==> src/rtl/router_pkg.sv <==
// rtl/router_pkg.sv - shared constants and types for the 1x3 router
package router_pkg;

    localparam int NUM_PORTS       = 3;
    localparam int DEFAULT_TIMEOUT = 30;

    typedef logic [1:0] port_addr_t;

    localparam port_addr_t ADDR_INVALID = 2'b11;

endpackage

==> src/rtl/router_timeout.sv <==
// rtl/router_timeout.sv - per-port stall counter issuing a one-cycle FIFO soft reset
module router_timeout #(
    parameter int TIMEOUT = 30,
    parameter int CNT_W   = 5
) (
    input  logic clock,
    input  logic reset,
    input  logic vld,
    input  logic rd,
    output logic soft_reset
);

    logic [CNT_W-1:0] cnt;

    // Any read or an empty FIFO restarts the stall window from zero.
    always_ff @(posedge clock or posedge reset) begin
        if (reset) begin
            cnt        <= '0;
            soft_reset <= 1'b0;
        end else if (!vld || rd) begin
            cnt        <= '0;
            soft_reset <= 1'b0;
        end else if (cnt == CNT_W'(TIMEOUT - 1)) begin
            cnt        <= '0;
            soft_reset <= 1'b1;
        end else begin
            cnt        <= cnt + CNT_W'(1);
            soft_reset <= 1'b0;
        end
    end

endmodule

==> src/rtl/router_sync.sv <==
// rtl/router_sync.sv - address latch, write steering and output timeout control of the 1x3 router
module router_sync
    import router_pkg::*;
#(
    parameter int TIMEOUT = DEFAULT_TIMEOUT,
    parameter int CNT_W   = 5
) (
    input  logic       clock,
    input  logic       reset,
    input  logic       detect_add,
    input  logic [1:0] data_in,
    input  logic       write_enb_reg,
    input  logic       read_enb_0,
    input  logic       read_enb_1,
    input  logic       read_enb_2,
    input  logic       empty_0,
    input  logic       empty_1,
    input  logic       empty_2,
    input  logic       full_0,
    input  logic       full_1,
    input  logic       full_2,
    output logic [2:0] write_enb,
    output logic       fifo_full,
    output logic       vld_out_0,
    output logic       vld_out_1,
    output logic       vld_out_2,
    output logic       soft_reset_0,
    output logic       soft_reset_1,
    output logic       soft_reset_2
);

    port_addr_t addr_q;

    logic [NUM_PORTS-1:0] vld_vec;
    logic [NUM_PORTS-1:0] rd_vec;
    logic [NUM_PORTS-1:0] sr_vec;

    always_ff @(posedge clock or posedge reset) begin
        if (reset) begin
            addr_q <= ADDR_INVALID;
        end else if (detect_add) begin
            addr_q <= data_in;
        end
    end

    // The invalid address steers nowhere and reports not-full.
    always_comb begin
        write_enb = 3'b000;
        fifo_full = 1'b0;
        case (addr_q)
            2'd0: begin
                write_enb = {2'b00, write_enb_reg};
                fifo_full = full_0;
            end
            2'd1: begin
                write_enb = {1'b0, write_enb_reg, 1'b0};
                fifo_full = full_1;
            end
            2'd2: begin
                write_enb = {write_enb_reg, 2'b00};
                fifo_full = full_2;
            end
            default: begin
                write_enb = 3'b000;
                fifo_full = 1'b0;
            end
        endcase
    end

    assign vld_out_0 = ~empty_0;
    assign vld_out_1 = ~empty_1;
    assign vld_out_2 = ~empty_2;

    assign vld_vec = {vld_out_2, vld_out_1, vld_out_0};
    assign rd_vec  = {read_enb_2, read_enb_1, read_enb_0};

    for (genvar i = 0; i < NUM_PORTS; i++) begin : g_timeout
        router_timeout #(
            .TIMEOUT(TIMEOUT),
            .CNT_W  (CNT_W)
        ) u_timeout (
            .clock     (clock),
            .reset     (reset),
            .vld       (vld_vec[i]),
            .rd        (rd_vec[i]),
            .soft_reset(sr_vec[i])
        );
    end

    assign soft_reset_0 = sr_vec[0];
    assign soft_reset_1 = sr_vec[1];
    assign soft_reset_2 = sr_vec[2];

endmodule

==> config.mk <==
export PLATFORM = sky130hd
export DESIGN_NAME = router_sync
export DESIGN_NICKNAME = d
export VERILOG_FILES = /design/src/rtl/router_pkg.sv /design/src/rtl/router_timeout.sv /design/src/rtl/router_sync.sv
export SDC_FILE = /design/constraint.sdc
export NUM_CORES = 1
export LEC_CHECK = 0
export BUFFER_PORTS_ARGS = -buffer_cell sky130_fd_sc_hd__buf_2
export CELL_PAD_IN_SITES_DETAIL_PLACEMENT = 2
export CELL_PAD_IN_SITES_GLOBAL_PLACEMENT = 2
export CORE_ASPECT_RATIO = 2
export CORE_MARGIN = 2
export CORE_UTILIZATION = 30
export DETAILED_ROUTE_END_ITERATION = 7
export GPL_TIMING_DRIVEN = 0
export PLACE_DENSITY_LB_ADDON = 0.3
export SYNTH_ARGS = -nofsm -noshare
export SYNTH_HDL_FRONTEND = slang
export SYNTH_SLANG_ARGS = --single-unit
==> constraint.sdc <==
create_clock -name clock -period 1.1 [get_ports clock]
set_input_delay 0.055 -clock clock [delete_from_list [all_inputs] [get_ports clock]]
set_output_delay 0.055 -clock clock [all_outputs]
set_load 0.03 [all_outputs]
* Word level (Yosys, flattened, before mapping)
Cells that the tools add are included.
** Storage, ports and cells
- Output and inout bits :: 10
- Flip-flop bits (word level) :: 20
- Logic and storage cells :: 36
** Cells by class
- Bitwise logic cells :: 3
- Muxes and demuxes :: 14
- Add/sub/neg operators :: 3
- Eq/ne operators :: 5
- Reductions and logical operators :: 4
** Operator list (number)
- $mux W5 :: 6
- $add A5 B1 Y5 const B :: 3
- $eq A5 B5 Y1 const B :: 3
- $pmux W3 S3 :: 1
- $mux W1 :: 6
- $logic_or A1 B1 Y1 :: 3
- $not A1 Y1 :: 3
- $pmux W1 S3 :: 1
- $eq A2 B1 Y1 const B :: 1
- $eq A2 B2 Y1 const B :: 1
- $logic_not A2 Y1 :: 1

* Logic depth before layout (Yosys ltp)
Gate-level depths: netlist of run 1.
- Word-level depth :: 3
- Mapped depth :: 5
- Depth with buffers taken out :: 5

* Cells and area by module
From an unflattened synthesis of run 1, not the netlist that was laid out.
** Unflattened totals
- Cell total of the unflattened synthesis :: 83
- Area total of the unflattened synthesis :: 917.1 µm²
** By module, submodules not included
- router_timeout :: instances 3, cells an instance 23, area an instance 259.0 µm²
- router_sync :: instances 1, cells an instance 14, area an instance 140.1 µm²

* Worst setup path before layout of run 1
OpenSTA, ideal clock, no wires.
- Kind :: register to output
- Start :: reg addr_q[1]
- End :: out write_enb[0]
- Data arrival time :: 1.119 ns
- Required time :: 1.045 ns
- Stages on the path, launching flop included :: 2
- Setup slack :: -0.074 ns
- Cells stage by stage :: dfstp_2 -> nor3b_1
** Between the ends
- Longest elaborated chain between the ends :: 2
- Elaborated cells on any way between the ends :: 4
- Those cells by class :: eq/ne (2); mux (1); reduce/logical (1)
** RTL lines
- from (decl) :: line router_sync.sv:32 : port_addr_t addr_q;
- from (signal assigned) :: line router_sync.sv:42 : addr_q <= data_in;
- $eq A2 B2 Y1, or another cell as far along :: line router_sync.sv:50 : case (addr_q)
- $pmux W3 S3 (*) :: line router_sync.sv:50
- to (decl) :: line router_sync.sv:22 : output logic [2:0] write_enb,
Every way passes the cells marked *; elsewhere a longest branch is shown, timed or not.

* Worst setup path after layout of run 1
- Start :: reg addr_q[0]
- End :: out fifo_full
** Between the ends
- Longest elaborated chain between the ends :: 2
- Elaborated cells on any way between the ends :: 4
- Those cells by class :: eq/ne (2); mux (1); reduce/logical (1)
** RTL lines
- $eq A2 B2 Y1, or another cell as far along :: line router_sync.sv:50
- $pmux W1 S3 (*) :: line router_sync.sv:50
- to (decl) :: line router_sync.sv:23 : output logic fifo_full,
Marked as above.

==> results of run 1 <==
[layout by cell type, fill, tap and decap left out]
cell type	instances
dfstp_2	2
inv_1	5
nor3_1	2
buf_6	2
buf_4	8
mux2_2	2
nor2_2	9
inv_2	1
nand3_1	6
xnor2_1	3
nor3b_2	1
and3b_1	1
nand2_2	4
nand4_1	3
nor2_1	10
nand3b_1	1
mux2i_2	1
ha_1	2
dfrtp_1	17
clkinvlp_4	1
dfrtp_2	1
buf_2	20
dlygate4sd3_1	7
ha_2	3
o21ai_2	1
buf_12	1
ha_4	1
nor3_2	1
clkbuf_8	3
xor2_1	6
[per-stage QoR]
stage	setup TNS [ns]	util, %	power [mW]	hold slack (ns)
after floorplan	0	-	0.891	0.0173
after global placement	0	36.5	0.949	0.217
after detailed placement	-0.00813	36.5	0.961	0.242
after CTS	-0.737	42.1	1.49	0.0375
after global routing	-1.85	45.4	1.58	0.0388
final	-0.865	45.4	1.49	0.0391
[area by class of cell]
type	count	share of cell area, %
clock buffer	3	3.12
inverter	7	2.27
multi-input combinational	57	33.0
sequential	20	38.2
tap	30	2.84
timing repair buffer	38	20.6
[timing repair]
action	in CTS	in global routing
endpoints found under the hold margin	21	0
buffers inserted	2	5
resized for setup	9	20
hold buffers	7	0
endpoints found under the setup margin	8	21
pin swaps	2	14
[logic make-up (layout without fill, tap and decap cells)]
family                   count (synthesis)  count (layout)  synth area share, %
multiplexers                             3               3                 3.64
AO/OA/AOI/OAI                            1               1                0.559
buffers and inverters                    7              48                 2.94
flip-flops                              20              20                 56.2
XOR/XNOR                                 9               9                 8.81
AND/OR/NAND/NOR                         38              38                 19.4
adder cells (fa/ha/maj)                  6               6                 8.39
[power by group]
part	leakage (nW)	switching [mW]	internal (mW)	total, mW
Combinational	0.329	0.121	0.123	0.244
Sequential	0.268	0.0249	0.759	0.784
Clock	0.0216	0.223	0.243	0.467
Total	0.619	0.370	1.12	1.49
[path summary, 6_finish.rpt]
kind,end,slack [ns],startpoint,cells past startpoint
max,fifo_full,-0.23,addr_q[0],3
min,addr_q[0],0.04,data_in[0],2
max reg2reg,g_timeout[2].u_timeout.cnt[4],-0.04,g_timeout[2].u_timeout.cnt[0],4
min reg2reg,g_timeout[1].u_timeout.cnt[4],0.58,g_timeout[1].u_timeout.cnt[4],2
max in group asynchronous,addr_q[1],0.43,reset,3
min in group asynchronous,g_timeout[2].u_timeout.cnt[0],0.36,reset,3
[state kept, by name (all words and copies together) (netlist names)]
name                            count
addr_q                              2
g_timeout.u_timeout.cnt            15
g_timeout.u_timeout.soft_reset      3
[routing by layer]
| layer | track usage (%) | wire [µm] | up-vias |
|---|---|---|---|
| met5 | 0 | 0 | - |
| met1 | 13.8 | 683 | 388 |
| li1 | - | - | 353 |
| met3 | 2.22 | 71 | 2 |
| met4 | 5.63 | 23 | 0 |
| met2 | 27.2 | 1370 | 18 |
==> impl_metrics.py, run 1 <==
metrics = {
    "run_status": {
        "status": "finished with violations",
        "violations": "setup timing",
    },
    "logic_synthesis": {
        "synth_edf_count": 0,
        "ys_top_cells_by_count": "nor2_1, dfrtp_1, inv_1",
        "synth_fp_nets": 105,
        "synth_area_leaders": "dfrtp_1, ha_1, nor2_1, dfstp_2, xor2_1",
        "synth_top_cell_by_area": "dfrtp_1",
        "ys.flop_type": "dfrtp_1",
        "post-synth-top-count-cell": "nor2_1",
        "yosysWarnings": 0,
        "synth_top_area_share_pct": 50.3,
        "netlist_area_um2": 895,
        "synth_cell_type_count": 17,
        "synthCells": 84,
        "syn_avg_cell_area_um2": 10.7,
        "synth-seq-area-share_pct": 56.2,
        "ys_async_sr_fraction_pct": 100,
        "ys_ff_latch": 20,
    },
    "layout": {
        "nNetsFinal": 148,
        "drive_gt1_share_pct": 49.6,
        "seq_area_um2": 504,
        "fillers": 311,
        "diodes": 0,
        "area_growth_syn_to_layout_pct": 47.7,
        "multiInputGateArea_um2": 435,
        "stdcell_count": 155,
        "design_area_um2": 1320,
    },
    "worst_setup_path": {
        "critical_path_class": "reg2out",
        "critical_path.max_fanout": 3,
        "crit_path_max_incr_delay_ns": 0.58,
        "critPathArrivalTime_ns": 1.27,
        "startpoint_type": "flop",
        "cp-end-kind": "primary output",
        "crit_chain": "mux2i_2 > o21ai_2 > buf_6",
        "path_buf_inv": 1,
        "critPathSlowestCell": "dfstp_2",
        "crit_family": "flip-flops",
        "critical_path_required_ns": 1.04,
    },
    "drt": {
        "drt.antenna.violating_nets": 0,
        "vias": 761,
        "drc": 0,
        "drt-total-wl_um": 2150,
        "drt_iter0_drc": 4,
        "drt_pass1_iterations": 2,
        "viasPerCell": 4.91,
        "wl_per_cell_um": 13.9,
    },
    "global_route": {
        "globalRouteOverflowTotal": 0,
        "first_global_vias": 850,
        "grt_max_degree": 21,
        "grt_usage_pct": 13.8,
        "antenna_found_initial": 0,
        "grt_pass1_wl_um": 3590,
    },
    "placed_design": {
        "dp_cells": 138,
        "gp_congestion": 0.615,
        "place_hpwl_um": 1580,
        "port-buffer-count": 24,
        "pre_cts_ws_ns": -0.00548,
        "placed_area_um2": 1060,
    },
    "sta": {
        "fin_crit_ns": 1.33,
        "maxSlewViolCount": 0,
        "worst_slew_pin_slew_ns": 0.452,
        "timing.final.crit_share_pct": 121,
        "finalHoldViolCount": 0,
        "finClkSkew_ns": 0.00321,
        "worst_slack_ns": -0.227,
        "fmax_ghz": 0.754,
        "rsz0062_at_grt": "yes",
        "setup_violations": 9,
        "slew_headroom_pct": 69.8,
    },
    "floorplan": {
        "rows": 28,
        "coreArea_um2": 2910,
        "dieHeight_um": 81.2,
        "initial_utilization_pct": 30.8,
        "ios": 25,
        "die_area_um2": 3460,
        "fp.dieW_um": 42.6,
    },
    "pwr": {
        "pwr_density_cell_nw_per_um2": 1130,
        "p_leak_nw": 0.619,
        "ir_drop_v": 0.000804,
    },
    "cts": {
        "clkLatencyLatePin_ns": 0.25,
        "clock-root-buffer": "clkbuf_8",
        "clockBufferDepth": 2,
        "cts-buffers-inserted": 3,
        "path_clk_slew_ns": 0.07,
        "cts_tree": "done",
        "numClockSinks": 20,
        "htreeDepth": 1,
    },
    "job": {
        "cap_viol_max_count": 0,
    },
    "min_path": {
        "min_path_type": "in2reg",
    },
}
Note: power is estimated with default switching activity, not from simulation.
==> run 2: changes to the inputs <==
--- a/config.mk
+++ b/config.mk
@@ -14,6 +14,7 @@
 export DETAILED_ROUTE_END_ITERATION = 7
 export GPL_TIMING_DRIVEN = 0
 export PLACE_DENSITY_LB_ADDON = 0.3
+export REMOVE_ABC_BUFFERS = 1
 export SYNTH_ARGS = -nofsm -noshare
 export SYNTH_HDL_FRONTEND = slang
 export SYNTH_SLANG_ARGS = --single-unit
==> constraint.sdc (replaced) <==
create_clock -name clock -period 1.1 [get_ports clock]
set_input_delay 0.055 -clock clock [delete_from_list [all_inputs] [get_ports clock]]
set_output_delay 0.055 -clock clock [all_outputs]
set_load 0.02 [all_outputs]
==> run 2 against run 1 <==
  * The flow still finishes with violations (setup timing)
  * Clock skew barely moved
  * First-iteration DRC count fell by 50%
  * Sequential cell count unchanged
  * Critical endpoint unchanged
  * Largest cell class unchanged
==> impl_metrics.py, run 2 (synthesis results as in run 1) <==
metrics = {
    "sta": {
        "fmax_ghz": 0.750,
        "hold_slack_ns": 0.0362,
        "fin_crit_ns": 1.33,
        "timing.setup.tns_ns": -0.571,
        "timing.final.crit_share_pct": 121,
        "worst_slew_pin_slew_ns": 0.456,
        "worst_slack_ns": -0.233,
        "maxSlewViolCount": 0,
        "rsz0062_at_grt": "yes",
        "finalHoldViolCount": 0,
        "setup_violations": 4,
        "slew_headroom_pct": 69.6,
        "finClkSkew_ns": 0.00344,
    },
    "drt": {
        "drt.antenna.violating_nets": 0,
        "drc": 0,
        "drt_pass1_iterations": 2,
        "vias": 729,
        "viasPerCell": 4.73,
        "wl_per_cell_um": 14.6,
        "drt_iter0_drc": 2,
        "drt-total-wl_um": 2250,
    },
    "worst_setup_path": {
        "cp-end-kind": "primary output",
        "critical_path.max_fanout": 6,
        "crit_chain": "mux2i_1 > o21ai_1 > buf_2",
        "critPathArrivalTime_ns": 1.28,
        "crit_path_max_incr_delay_ns": 0.59,
        "path_buf_inv": 1,
        "startpoint_type": "flop",
        "critical_path_class": "reg2out",
        "critPathSlowestCell": "dfstp_2",
        "crit_family": "flip-flops",
        "critical_path_required_ns": 1.04,
    },
    "floorplan": {
        "fp.dieW_um": 42.6,
        "dieHeight_um": 81.2,
        "die_area_um2": 3460,
        "coreArea_um2": 2910,
        "initial_utilization_pct": 30.8,
        "ios": 25,
        "rows": 28,
    },
    "layout": {
        "diodes": 0,
        "fillers": 317,
        "final_common_cell": "buf_2",
        "stdcell_count": 154,
        "regMostFlops": "g_timeout.u_timeout.cnt",
        "drive_gt1_share_pct": 45.2,
        "largest_registers": "g_timeout.u_timeout.cnt (15), g_timeout.u_timeout.soft_reset (3), addr_q (2)",
        "largest_reg_flops": 15,
        "area_growth_syn_to_layout_pct": 45.0,
        "mostFrequentLayoutCells": "buf_2, dfrtp_1, nor2_1",
        "nNetsFinal": 146,
    },
    "cts": {
        "clkLatencyLatePin_ns": 0.26,
        "clock-root-buffer": "clkbuf_8",
        "numClockSinks": 20,
        "htreeDepth": 1,
        "clockBufferDepth": 2,
        "path_clk_slew_ns": 0.07,
        "cts_tree": "done",
        "cts-buffers-inserted": 3,
    },
    "global_route": {
        "grt_usage_pct": 14.9,
        "first_global_vias": 836,
        "globalRouteOverflowTotal": 0,
        "grt_max_degree": 21,
        "grt_pass1_wl_um": 3840,
        "antenna_found_initial": 0,
    },
    "placed_design": {
        "dp_cells": 138,
        "pre_cts_ws_ns": -0.0143,
        "gp_congestion": 0.692,
        "port-buffer-count": 24,
        "place_hpwl_um": 1550,
    },
    "pwr": {
        "pwr_density_cell_nw_per_um2": 1190,
        "ir_drop_v": 0.000942,
        "p_leak_nw": 0.612,
    },
    "min_path": {
        "min_path_type": "in2reg",
    },
    "job": {
        "cap_viol_max_count": 0,
    },
    "run_status": {
        "violations": "setup timing",
        "status": "finished with violations",
    },
}
==> run 2: cell types whose count changed in the layout (fill, tap and decap cells not counted), sizes merged <==
cell    before  now
clkbuf       3    4
buf         31   29
==> run 2: metal layers <==
metal / vias to the layer above / wire (µm) / track usage [%] / part of all wire, %
met5: - / 0 / 0 / 0
met4: 0 / 17 / 5.63 / 0.76
met3: 2 / 55 / 3.56 / 2.4
met2: 12 / 1400 / 28.3 / 62
met1: 364 / 776 / 15.2 / 34
li1: 351 / - / - / -
==> run 2: worst register-to-register path, stage by stage (launching register included) <==
cell and delay [ns]:
dfrtp_1 0.41, inv_2 0.08, ha_4 0.12, nand4_1 0.14
nand2_2 0.18, nor2_1 0.05
==> run 2: through the flow <==
stage	area, µm²	total power [mW]	utilization [%]
floorplan	895	0.872	-
global placement	1050	0.932	36.2
detailed placement	1050	0.943	36.2
CTS	1200	1.53	41.4
global route	1300	1.63	44.6
finish	1300	1.54	44.6
==> run 2: power breakdown <==
| group | leakage [nW] | switching, mW | internal [mW] |
|---|---|---|---|
| sequential | 0.266 | 0.0253 | 0.759 |
| combinational | 0.317 | 0.102 | 0.0994 |
| clock | 0.0288 | 0.235 | 0.318 |
| total | 0.612 | 0.362 | 1.18 |
==> run 2: area by class of cell <==
cell class                      count  area, µm²  share of cell area (%)
Sequential cell                    20        505                    39.0
Multi-Input combinational cell     57        430                    33.2
Timing Repair Buffer               36        239                    18.4
Clock buffer                        4       55.1                    4.24
Tap cell                           30       37.5                    2.89
Inverter                            7       30.0                    2.31
==> run 2: what timing repair did <==
action                     in CTS  in global routing
hold buffers                    7                  0
pin swaps                       2                 10
gates resized for setup         7                 18
buffers inserted                1                  4
hold endpoints to repair       21                  0
setup endpoints to repair      12                 37
==> run 2: final timing paths <==
check,depth (start not counted),end,slack (ns),start
setup / recovery,3,fifo_full,-0.23,addr_q[0]
setup reg to reg,5,g_timeout[0].u_timeout.cnt[4],0.01,g_timeout[0].u_timeout.cnt[1]
max in group asynchronous,3,addr_q[0],0.43,reset
hold reg to reg,1,g_timeout[0].u_timeout.cnt[0],0.50,g_timeout[0].u_timeout.cnt[0]
hold / removal,2,addr_q[0],0.04,data_in[0]
min in group asynchronous,3,g_timeout[1].u_timeout.cnt[1],0.35,reset
